### config.mk
export PLATFORM = sky130hd
export DESIGN_NAME = ram_req_ctrl
export DESIGN_NICKNAME = d
export VERILOG_FILES = /design/src/rtl/ram_req_ctrl.sv
export SDC_FILE = /design/constraint.sdc
export NUM_CORES = 1
export LEC_CHECK = 0
export BUFFER_PORTS_ARGS = -buffer_cell sky130_fd_sc_hd__clkbuf_2
export CAP_MARGIN = 20
export CORE_MARGIN = 5
export CORE_UTILIZATION = 25
export DETAILED_ROUTE_END_ITERATION = 10
export PLACE_DENSITY = 0.43
export SYNTH_ARGS = -nofsm -noshare
export SYNTH_HDL_FRONTEND = slang
export SYNTH_SLANG_ARGS = --single-unit
### constraint.sdc
create_clock -name clk -period 3.75 [get_ports clk]
set_input_delay 0.75 -clock clk [delete_from_list [all_inputs] [get_ports clk]]
set_output_delay 0.75 -clock clk [all_outputs]
set_load 0.01 [all_outputs]
### src/rtl/ram_req_ctrl.sv
// rtl/ram_req_ctrl.sv - request front-end for the RAM: issues RAM strobes, returns reads through a 2-entry FIFO, runs a fill sweep
module ram_req_ctrl #(
  parameter int                    ADDR_WIDTH = 4,
  parameter int                    DATA_WIDTH = 8,
  parameter int                    DEPTH      = 16,
  parameter logic [DATA_WIDTH-1:0] INIT_VAL   = '0
) (
  input  logic                  clk,
  input  logic                  rst,
  input  logic                  req_valid,
  output logic                  req_ready,
  input  logic                  req_we,
  input  logic [ADDR_WIDTH-1:0] req_addr,
  input  logic [DATA_WIDTH-1:0] req_wdata,
  output logic                  rsp_valid,
  input  logic                  rsp_ready,
  output logic [DATA_WIDTH-1:0] rsp_rdata,
  input  logic                  init_start,
  output logic                  busy,
  output logic                  ram_cs,
  output logic                  ram_wen,
  output logic                  ram_ren,
  output logic [ADDR_WIDTH-1:0] ram_waddr,
  output logic [ADDR_WIDTH-1:0] ram_raddr,
  output logic [DATA_WIDTH-1:0] ram_wdata,
  input  logic [DATA_WIDTH-1:0] ram_rdata
);

  typedef enum logic {IDLE, FILL} state_t;

  localparam logic [ADDR_WIDTH-1:0] LAST_ADDR = ADDR_WIDTH'(DEPTH - 1);

  state_t                  state;
  logic [ADDR_WIDTH-1:0]   fill_cnt;
  logic                    rd_inflight;
  logic [DATA_WIDTH-1:0]   fifo_mem [2];
  logic                    fifo_wr_ptr;
  logic                    fifo_rd_ptr;
  logic [1:0]              fifo_count;
  logic [1:0]              occupancy;
  logic                    req_hs;
  logic                    rsp_pop;

  // A read in flight reserves its FIFO slot, so the FIFO can never overflow.
  assign occupancy = fifo_count + {1'b0, rd_inflight};
  assign req_ready = !rst && (state == IDLE) && !init_start && (occupancy < 2'd2);
  assign req_hs    = req_valid && req_ready;
  assign rsp_valid = !rst && (fifo_count != 2'd0);
  assign rsp_rdata = fifo_mem[fifo_rd_ptr];
  assign rsp_pop   = rsp_valid && rsp_ready;
  assign busy      = !rst && (state == FILL);

  always_comb begin
    ram_cs    = 1'b0;
    ram_wen   = 1'b0;
    ram_ren   = 1'b0;
    ram_waddr = '0;
    ram_raddr = '0;
    ram_wdata = '0;
    if (!rst) begin
      if (state == FILL) begin
        ram_cs    = 1'b1;
        ram_wen   = 1'b1;
        ram_waddr = fill_cnt;
        ram_wdata = INIT_VAL;
      end else if (req_hs) begin
        ram_cs = 1'b1;
        if (req_we) begin
          ram_wen   = 1'b1;
          ram_waddr = req_addr;
          ram_wdata = req_wdata;
        end else begin
          ram_ren   = 1'b1;
          ram_raddr = req_addr;
        end
      end
    end
  end

  always_ff @(posedge clk) begin
    if (rst) begin
      state    <= IDLE;
      fill_cnt <= '0;
    end else begin
      case (state)
        IDLE: begin
          if (init_start) begin
            state    <= FILL;
            fill_cnt <= '0;
          end
        end
        FILL: begin
          if (fill_cnt == LAST_ADDR) begin
            state    <= IDLE;
            fill_cnt <= '0;
          end else begin
            fill_cnt <= fill_cnt + 1'b1;
          end
        end
        default: state <= IDLE;
      endcase
    end
  end

  // RAM read data is registered, so it is captured one edge after the read strobe.
  always_ff @(posedge clk) begin
    if (rst) begin
      rd_inflight <= 1'b0;
      fifo_wr_ptr <= 1'b0;
      fifo_rd_ptr <= 1'b0;
      fifo_count  <= 2'd0;
    end else begin
      rd_inflight <= req_hs && !req_we;
      if (rd_inflight) begin
        fifo_mem[fifo_wr_ptr] <= ram_rdata;
        fifo_wr_ptr           <= ~fifo_wr_ptr;
      end
      if (rsp_pop) begin
        fifo_rd_ptr <= ~fifo_rd_ptr;
      end
      case ({rd_inflight, rsp_pop})
        2'b10:   fifo_count <= fifo_count + 2'd1;
        2'b01:   fifo_count <= fifo_count - 2'd1;
        default: fifo_count <= fifo_count;
      endcase
    end
  end

endmodule

==> results.sh, run 1 <==
export IMPL_syn_nets=142
export IMPL_clock_skew_ns=0.00208
export IMPL_power_density_nw_per_um2=320
export IMPL_design_area_um2=1690
export IMPL_fin_crit_sh_pct=68.0
export IMPL_grt_max_degree=18
export IMPL_clkSinkCount=27
export IMPL_cp_max_fo=14
export IMPL_ys_seq_area_share_pct=53.9
export IMPL_drt_wl_total_mm=2.83
export IMPL_clk_pin_slew_ns=0.09
export IMPL_critical_path_cell_chain="clkbuf_2, nor2_1, o2111ai_1, a21oi_1, clkbuf_2"
export IMPL_start_util_pct=25.6
export IMPL_firstDrtPassIters=4
export IMPL_leakage_nw=0.749
export IMPL_final_cell_mix="55 x clkbuf_2, 16 x edfxtp_1, 13 x and3_1"
export IMPL_clockBufferDepth=2
export IMPL_vias_per_cell=4.39
export IMPL_cts_root_buffer="clkbuf_8"
export IMPL_relSlewSlack_pct=57.7
export IMPL_antenna_cells=0
export IMPL_arrival_ns=1.80
export IMPL_vias=1049
export IMPL_r2r_setup_slack_ns=2.00
export IMPL_grt_usage_pct=8.92
export IMPL_grt_use_met3_pct=1.97
export IMPL_drv_cap=0
export IMPL_status="finished, final reports clean"
export IMPL_rsz0062_at_grt="false"
export IMPL_cts_resized=0
export IMPL_grt_busiest_layer="met2"
export IMPL_p_clk_share_pct=29.0
export IMPL_die_y_um=82.1
export IMPL_critPathCaptureType="primary output"
export IMPL_max_stage_delay_ns=0.25
export IMPL_cts_max_level=1
export IMPL_synth_cells=114
export IMPL_finalHoldViolCount=0
export IMPL_ctsHoldBuffers=0
export IMPL_grt_pass1_vias=1098
export IMPL_post_cts_setup_buffer_count=0
export IMPL_ys_ff_latch=27
export IMPL_hold_class="register to register"
export IMPL_grt_ovfl_total=0
export IMPL_startpoint_type="input port"
export IMPL_use_met2_pct=14.9
export IMPL_remaining_drc_errors=0
export IMPL_die_area_um2=6740
export IMPL_dpl_cell_area_um2=1640
export IMPL_swShare_pct=22.1
export IMPL_crit_path_frequent_cell="clkbuf_2"
export IMPL_die_w_um=82.1
export IMPL_combPwrFrac_pct=10.7
export IMPL_fillers=562
export IMPL_drive_gt1_share_pct=42.6
export IMPL_path_class="input port to primary output"
export IMPL_clk_latency_ns=0.26
export IMPL_netlist_area_um2=1300
export IMPL_fmax_mhz=392
export IMPL_drt_iter0_markers=11
export IMPL_seqPwrFrac_pct=60.3
export IMPL_post_route_min_period_ns=2.55
export IMPL_io_pins=56
export IMPL_gp_congestion=0.703
export IMPL_globalRouteMet1Util_pct=10.9
export IMPL_dpl_hpwl_mm=2.24
export IMPL_rows=26
export IMPL_cp_required_ns=3.00
export IMPL_ir_worst_vdd_uv=132
export IMPL_coreArea_um2=5070
export IMPL_wire_per_inst_um=11.8
export IMPL_synth_cell_type_count=31
export IMPL_worstMarginPinSlew_ns=0.633
export IMPL_slowest_stage="o2111ai_1"
export IMPL_p_switching_w=0.000120
export IMPL_portBuffers=55
export IMPL_setup_viol_count_final=0
export IMPL_layout_commonest_cell="clkbuf_2"
export IMPL_grt_pass1_wl_mm=4.69
export IMPL_p_int_w=0.000422
export IMPL_areaGrowthSynthToFinish_pct=30.2
export IMPL_nets=198
export IMPL_ant_nets=0
export IMPL_tns_ns=0
export IMPL_slew_violations=0
export IMPL_antenna_found_initial=0
export IMPL_tritoncts="yes"
export IMPL_cts_buffers=3
export IMPL_yosysWarnings=0
export IMPL_syn_area_per_cell_um2=11.4
==> critical path, delay by kind of cell <==
kind            cells  cell delay [ns]
buf+inv             2             0.34
compound gates      2             0.46
simple gates        1             0.24
==> power groups by stage <==
stage / Combinational [W] / Sequential (W) / Clock, W
after global placement: 0.0000577 / 0.000333 / 0
after floorplan: 0.0000365 / 0.000328 / 0
final: 0.0000578 / 0.000327 / 0.000157
after global routing: 0.0000658 / 0.000328 / 0.000175
after detailed placement: 0.0000585 / 0.000334 / 0
after CTS: 0.0000588 / 0.000327 / 0.000166
==> cell usage after synthesis <==
master,number,share of area (%)
nand2_1,2,0.58
and2_1,2,0.96
o21ba_2,1,0.77
or3_1,1,0.48
nand3_1,2,0.77
o211a_4,1,1.3
edfxtp_1,16,37
and3_1,13,6.3
nor3b_1,2,1.2
nand4_1,1,0.48
clkbuf_1,3,0.87
ha_1,2,1.9
xnor2_1,2,1.3
o2111ai_1,1,0.67
nand3b_1,2,1.2
o2bb2a_1,1,0.77
mux2_2,8,6.9
nor3_1,2,0.77
a21oi_1,9,3.5
inv_1,3,0.87
mux2i_1,6,4.6
dfxtp_1,11,17
buf_2,2,0.77
nor2_1,8,2.3
xor2_1,1,0.67
o21ai_0,3,1.2
nand2b_1,4,1.9
buf_6,1,0.87
a21oi_2,1,0.67
and2_0,1,0.48
nor2b_1,2,0.96
==> area by class of cell <==
cell class                      count  area (um^2)  share of cell area, %
Sequential cell                    27          701                   41.5
Timing Repair Buffer               57          290                   17.2
Multi-Input combinational cell     78          554                   32.8
Tap cell                           70         87.6                   5.18
Inverter                            3         11.3                  0.666
Clock buffer                        3         41.3                   2.44
Clock inverter                      1         5.00                  0.296
==> per-stage QoR <==
| step | utilization [%] | std cells | worst slack, ns | hold WS, ns | total power, W |
|---|---|---|---|---|---|
| 6_report | 33.3 | 239 | 1.20 | 0.471 | 0.000541 |
| 5_1_grt | 33.3 | 239 | 0.985 | 0.515 | 0.000569 |
| 3_3_place_gp | 32.4 | 235 | 1.21 | 0.456 | 0.000391 |
| 3_5_place_dp | 32.4 | 235 | 1.18 | 0.467 | 0.000392 |
| 2_1_floorplan | - | 114 | 1.58 | 0.438 | 0.000364 |
| 4_1_cts | 33.3 | 239 | 1.17 | 0.479 | 0.000551 |
==> layer usage <==
| layer | share of wire [%] | wire [um] |
|---|---|---|
| met1 | 45 | 1270 |
| met2 | 44 | 1260 |
| met3 | 10 | 282 |
| met4 | 0.92 | 26 |
| met5 | 0 | 0 |
==> worst paths after layout <==
| kind | end | start | depth (start not counted) |
|---|---|---|---|
| max | ram_waddr[1] | rst | 5 |
| min | fifo_rd_ptr | fifo_rd_ptr | 1 |
| max reg2reg | fifo_count[1] | fifo_count[0] | 5 |
| min reg2reg | fifo_rd_ptr | fifo_rd_ptr | 1 |
==> kinds of logic after synthesis <==
| group | share of synthesized area [%] |
|---|---|
| AO/OA/AOI/OAI | 8.86 |
| XOR/XNOR | 2.02 |
| adder cells (fa/ha/maj) | 1.93 |
| buffers and inverters | 3.37 |
| flip-flops | 53.9 |
| multiplexers | 11.6 |
| AND/OR/NAND/NOR | 18.3 |
==> flip-flops by register name, summed over array words and instances, names as in the netlist, named ones only <==
register     flops
fifo_wr_ptr      1
state            1
fifo_rd_ptr      1
rd_inflight      1
fifo_count       2
fifo_mem        16
fill_cnt         4
Note: power is estimated with default switching activity, not from simulation.
==> inputs of run 2 (changes only) <==
Clock period 3.75 ns to 2.59 ns, I/O delays scaled along.
==> run 2 against run 1 <==
Via count decreased by 1.2%. Critical path depth unchanged. Worst setup slack got worse by 0.69 ns. Die area unchanged. Final area increased by 0.37%. Utilization increased by 0.12 points. Wire length decreased by 2.6%. Combinational power increased by 54%. Worst hold slack got worse by 0.027 ns. Sequential power increased by 43%. Critical path type unchanged. Critical endpoint is now ram_waddr[3]. Highest routed layer unchanged.
==> results.sh, run 2 (synthesized netlist as in run 1, its figures left out) <==
export IMPL_drt_iter0_markers=62
export IMPL_startpoint_type="input port"
export IMPL_vias_per_cell=4.32
export IMPL_leakage_nw=0.752
export IMPL_arrival_ns=1.56
export IMPL_setup_viol_count_final=0
export IMPL_post_route_min_period_ns=2.08
export IMPL_clock_skew_ns=0.00455
export IMPL_rsz0062_at_grt="false"
export IMPL_rows=26
export IMPL_instances_no_fill=240
export IMPL_die_y_um=82.1
export IMPL_cts_root_buffer="clkbuf_8"
export IMPL_power_density_nw_per_um2=461
export IMPL_fin_crit_sh_pct=80.2
export IMPL_vias=1036
export IMPL_clk_pin_slew_ns=0.08
export IMPL_areaGrowthSynthToFinish_pct=30.6
export IMPL_final_cell_mix="55 x clkbuf_2, 16 x edfxtp_1, 13 x and3_1"
export IMPL_grt_usage_pct=8.54
export IMPL_grt_max_degree=16
export IMPL_cts_buffers=3
export IMPL_drt_wl_total_mm=2.76
export IMPL_gp_congestion=0.697
export IMPL_nets=199
export IMPL_layout_commonest_cell="clkbuf_2"
export IMPL_total_power_w=0.000782
export IMPL_clkSinkCount=27
export IMPL_portBuffers=55
export IMPL_cts_resized=0
export IMPL_cts_max_level=1
export IMPL_firstDrtPassIters=4
export IMPL_top_register="fifo_mem"
export IMPL_clockBufferDepth=2
export IMPL_fillers=529
export IMPL_largest_reg_flops=16
export IMPL_preCtsSetupSlack_ns=0.447
export IMPL_fin_ws_ns=0.512
export IMPL_antenna_cells=0
export IMPL_grt_pass1_wl_mm=4.47
export IMPL_wire_per_inst_um=11.5
export IMPL_relSlewSlack_pct=74.6
export IMPL_dpl_hpwl_mm=2.16
export IMPL_die_w_um=82.1
export IMPL_largest_registers="fifo_mem: 16 flops, fill_cnt: 4 flops, fifo_count: 2 flops"
export IMPL_critPathCaptureType="primary output"
export IMPL_slew_violations=0
export IMPL_ant_nets=0
export IMPL_finalHoldViolCount=0
export IMPL_ctsHoldBuffers=0
export IMPL_grt_ovfl_total=0
export IMPL_drv_cap=0
export IMPL_drive_gt1_share_pct=42.4
export IMPL_remaining_drc_errors=0
export IMPL_clk_latency_ns=0.26
export IMPL_coreArea_um2=5070
export IMPL_tritoncts="yes"
export IMPL_placedCellCount=236
export IMPL_ir_worst_vdd_uv=187
export IMPL_die_area_um2=6740
export IMPL_worstMarginPinSlew_ns=0.381
export IMPL_post_cts_setup_buffer_count=0
export IMPL_start_util_pct=25.6
export IMPL_tns_ns=0
export IMPL_status="finished, final reports clean"
export IMPL_grt_pass1_vias=1044
export IMPL_antenna_found_initial=0
export IMPL_cp_required_ns=2.07
export IMPL_cp_max_fo=14
export IMPL_fmax_mhz=481
export IMPL_io_pins=56
export IMPL_hold_class="input port to register"
export IMPL_path_class="input port to primary output"
-- run 2: cell type report --
| class | count | area, um^2 | share of cell area [%] |
|---|---|---|---|
| repair buffers | 58 | 298 | 17.6 |
| well taps | 70 | 87.6 | 5.16 |
| clock buffers | 4 | 45.0 | 2.65 |
| flip-flops and latches | 27 | 701 | 41.3 |
| multi-input cells | 78 | 554 | 32.7 |
| inverters | 3 | 11.3 | 0.664 |
-- run 2: metrics by stage --
| step | instance area (um^2) | utilization [%] | hold WS, ns |
|---|---|---|---|
| floorplan | 1300 | - | 0.438 |
| global placement | 1650 | 32.5 | 0.453 |
| detailed placement | 1650 | 32.5 | 0.468 |
| CTS | 1700 | 33.4 | 0.433 |
| global route | 1700 | 33.4 | 0.427 |
| finish | 1700 | 33.4 | 0.445 |
-- run 2: path summary, 6_finish.rpt --
check,from,end,slack [ns],cells after the start
min reg2reg,fifo_rd_ptr,fifo_rd_ptr,0.48,1
max,rst,ram_waddr[3],0.51,5
min,ram_rdata[3],fifo_mem[1][3],0.44,1
max reg2reg,fifo_count[0],fifo_count[1],0.85,5
-- run 2: power breakdown --
group / internal [W] / switching (W) / leakage (nW)
registers: 0.000460 / 0.00000858 / 0.233
logic: 0.0000440 / 0.0000453 / 0.496
clock network: 0.000110 / 0.000114 / 0.0228
-- run 2: routing by layer --
layer	wire length [um]	global-route usage, %	up-vias
met3	290	1.75	2
met1	1290	11.1	459
li1	-	-	524
met4	26	4.49	0
met5	0	0	-
met2	1150	13.2	51
-- run 2: critical path: stages --
cell       delay, ns
clkbuf_2        0.20
nor2_1          0.24
o2111ai_1       0.25
a21oi_1         0.20
clkbuf_2        0.15
==> inputs of run 3 (changes only) <==
Clock period 2.59 ns to 2.1 ns, I/O delays scaled along.
==> run 3 against run 2 <==
Via count increased by 0.97%. Worst hold slack got worse by 0.11 ns. Worst setup slack got worse by 0.35 ns. Wire length increased by 5.5%. Register-to-register slack got worse by 0.47 ns. Clock-buffer cell count decreased by 1. Sequential share of layout area decreased by 0.23 points. Global-route usage increased by 0.22 points. Final area increased by 0.74%. Combinational power increased by 23%. Clock power increased by 30%. Critical endpoint is now ram_waddr[0]. Largest power group unchanged. Highest routed layer unchanged.
==> results.sh, run 3 (synthesized netlist as in run 1, its figures left out) <==
export IMPL_coreArea_um2=5070
export IMPL_tns_ns=0
export IMPL_worstRegToRegCells=5
export IMPL_rows=26
export IMPL_combPwrFrac_pct=11.2
export IMPL_regArea_um2=702
export IMPL_io_pins=56
export IMPL_clk_latency_ns=0.27
export IMPL_p_clk_share_pct=29.6
export IMPL_rsz0062_at_grt="false"
export IMPL_clkSinkCount=27
export IMPL_critPathCaptureType="primary output"
export IMPL_dpl_hpwl_mm=2.25
export IMPL_antenna_cells=0
export IMPL_ir_worst_vdd_uv=224
export IMPL_worstMarginPinSlew_ns=0.409
export IMPL_tritoncts="yes"
export IMPL_setup_viol_count_final=0
export IMPL_nets=200
export IMPL_wire_per_inst_um=12.1
export IMPL_portBuffers=55
export IMPL_slew_violations=0
export IMPL_fillers=526
export IMPL_grt_ovfl_total=0
export IMPL_preCtsSetupSlack_ns=0.110
export IMPL_clock_skew_ns=0.00598
export IMPL_grt_pass1_wl_mm=4.51
export IMPL_vias=1046
export IMPL_seqPwrFrac_pct=59.2
export IMPL_p_int_w=0.000758
export IMPL_multiInputGateArea_um2=554
export IMPL_cp_max_fo=5
export IMPL_top_register="fifo_mem"
export IMPL_largest_registers="fifo_mem: 16 flops, fill_cnt: 4 flops, fifo_count: 2 flops"
export IMPL_p_switching_w=0.000224
export IMPL_post_route_min_period_ns=1.94
export IMPL_r2r_setup_slack_ns=0.38
export IMPL_hold_ws_ns=0.335
export IMPL_vias_per_cell=4.34
export IMPL_finalHoldViolCount=0
export IMPL_power_density_nw_per_um2=575
export IMPL_fin_ws_ns=0.159
export IMPL_start_util_pct=25.6
export IMPL_gp_congestion=0.698
export IMPL_final_cell_mix="55 x clkbuf_2, 16 x edfxtp_1, 13 x and3_1"
export IMPL_startpoint="fifo_count[1]"
export IMPL_crit_path_end="ram_waddr[0]"
export IMPL_clk_pin_slew_ns=0.09
export IMPL_cts_root_buffer="clkbuf_8"
export IMPL_fin_crit_sh_pct=92.4
export IMPL_cp_required_ns=1.68
export IMPL_arrival_ns=1.52
export IMPL_largest_reg_flops=16
export IMPL_grt_usage_pct=8.76
export IMPL_die_y_um=82.1
export IMPL_firstDrtPassIters=4
export IMPL_ant_nets=0
export IMPL_post_cts_setup_buffer_count=0
export IMPL_cts_buffers=3
export IMPL_r2r_start="fifo_count[0]"
export IMPL_reg2reg_to="fifo_count[1]"
export IMPL_swShare_pct=22.8
export IMPL_drt_iter0_markers=36
export IMPL_drv_cap=0
export IMPL_drt_wl_total_mm=2.91
export IMPL_antenna_found_initial=0
export IMPL_startpoint_type="register"
export IMPL_areaGrowthSynthToFinish_pct=31.6
export IMPL_hold_class="input port to register"
export IMPL_status="finished, final reports clean"
export IMPL_leakage_nw=0.756
export IMPL_drive_gt1_share_pct=43.9
export IMPL_layout_commonest_cell="clkbuf_2"
export IMPL_relSlewSlack_pct=72.7
export IMPL_die_area_um2=6740
export IMPL_path_class="register to primary output"
export IMPL_clockBufferDepth=2
export IMPL_cts_max_level=1
export IMPL_die_w_um=82.1
export IMPL_grt_max_degree=17
export IMPL_fmax_mhz=515
export IMPL_remaining_drc_errors=0
export IMPL_grt_pass1_vias=1053
==> run 3: worst min path at each step <==
stage                  from        endpoint  slack (ns)  cells past startpoint
6_report       ram_rdata[2]  fifo_mem[1][2]        0.34                      1
5_1_grt        ram_rdata[2]  fifo_mem[0][2]        0.33                      1
4_1_cts        ram_rdata[2]  fifo_mem[0][2]        0.33                      1
3_5_place_dp    fifo_rd_ptr     fifo_rd_ptr        0.47                      1
3_3_place_gp    fifo_rd_ptr     fifo_rd_ptr        0.46                      1
2_1_floorplan   fifo_rd_ptr        register        0.44                      1
==> run 3: power groups by stage <==
stage               sequential (W)  combinational (W)  clock, W
detailed placement        0.000593           0.000110         0
CTS                       0.000581           0.000111  0.000308
finish                    0.000581           0.000110  0.000291
floorplan                 0.000585          0.0000652         0
global route              0.000583           0.000123  0.000327
global placement          0.000592           0.000109         0
==> run 3: metrics by stage <==
stage / instance area [um^2] / instances / utilization [%] / total power [W]
2_1_floorplan: 1300 / 114 / - / 0.000650
3_3_place_gp: 1660 / 237 / 32.7 / 0.000701
3_5_place_dp: 1660 / 237 / 32.7 / 0.000703
4_1_cts: 1710 / 241 / 33.7 / 0.00100
5_1_grt: 1710 / 241 / 33.7 / 0.00103
6_report: 1710 / 241 / 33.7 / 0.000982
==> run 3: timing repair <==
action | 4_1_cts | 5_1_grt
gates resized for setup | 0 | 1
hold buffers | 0 | 0
endpoints found under the setup margin | 0 | 1
==> run 3: critical path, stage by stage (launching register included) <==
cell and delay, ns:
dfxtp_1 0.42, and3_1 0.25, o2111ai_1 0.22, a21oi_1 0.21
clkbuf_2 0.15
==> run 3: routing by layer <==
layer	vias to the layer above	track usage, %	share of wire (%)	wire [um]
li1	527	-	-	-
met1	460	11.1	48	1380
met2	55	13.9	42	1210
met3	4	1.64	9.3	271
met4	0	4.98	1.6	46
met5	-	0	0	0
==> run 3: final cells by class <==
class | count | share of cell area (%)
Sequential cell | 27 | 41.1
Clock inverter | 1 | 0.439
Inverter | 3 | 0.659
Timing Repair Buffer | 59 | 17.9
Tap cell | 70 | 5.12
Multi-Input combinational cell | 78 | 32.4
Clock buffer | 3 | 2.42
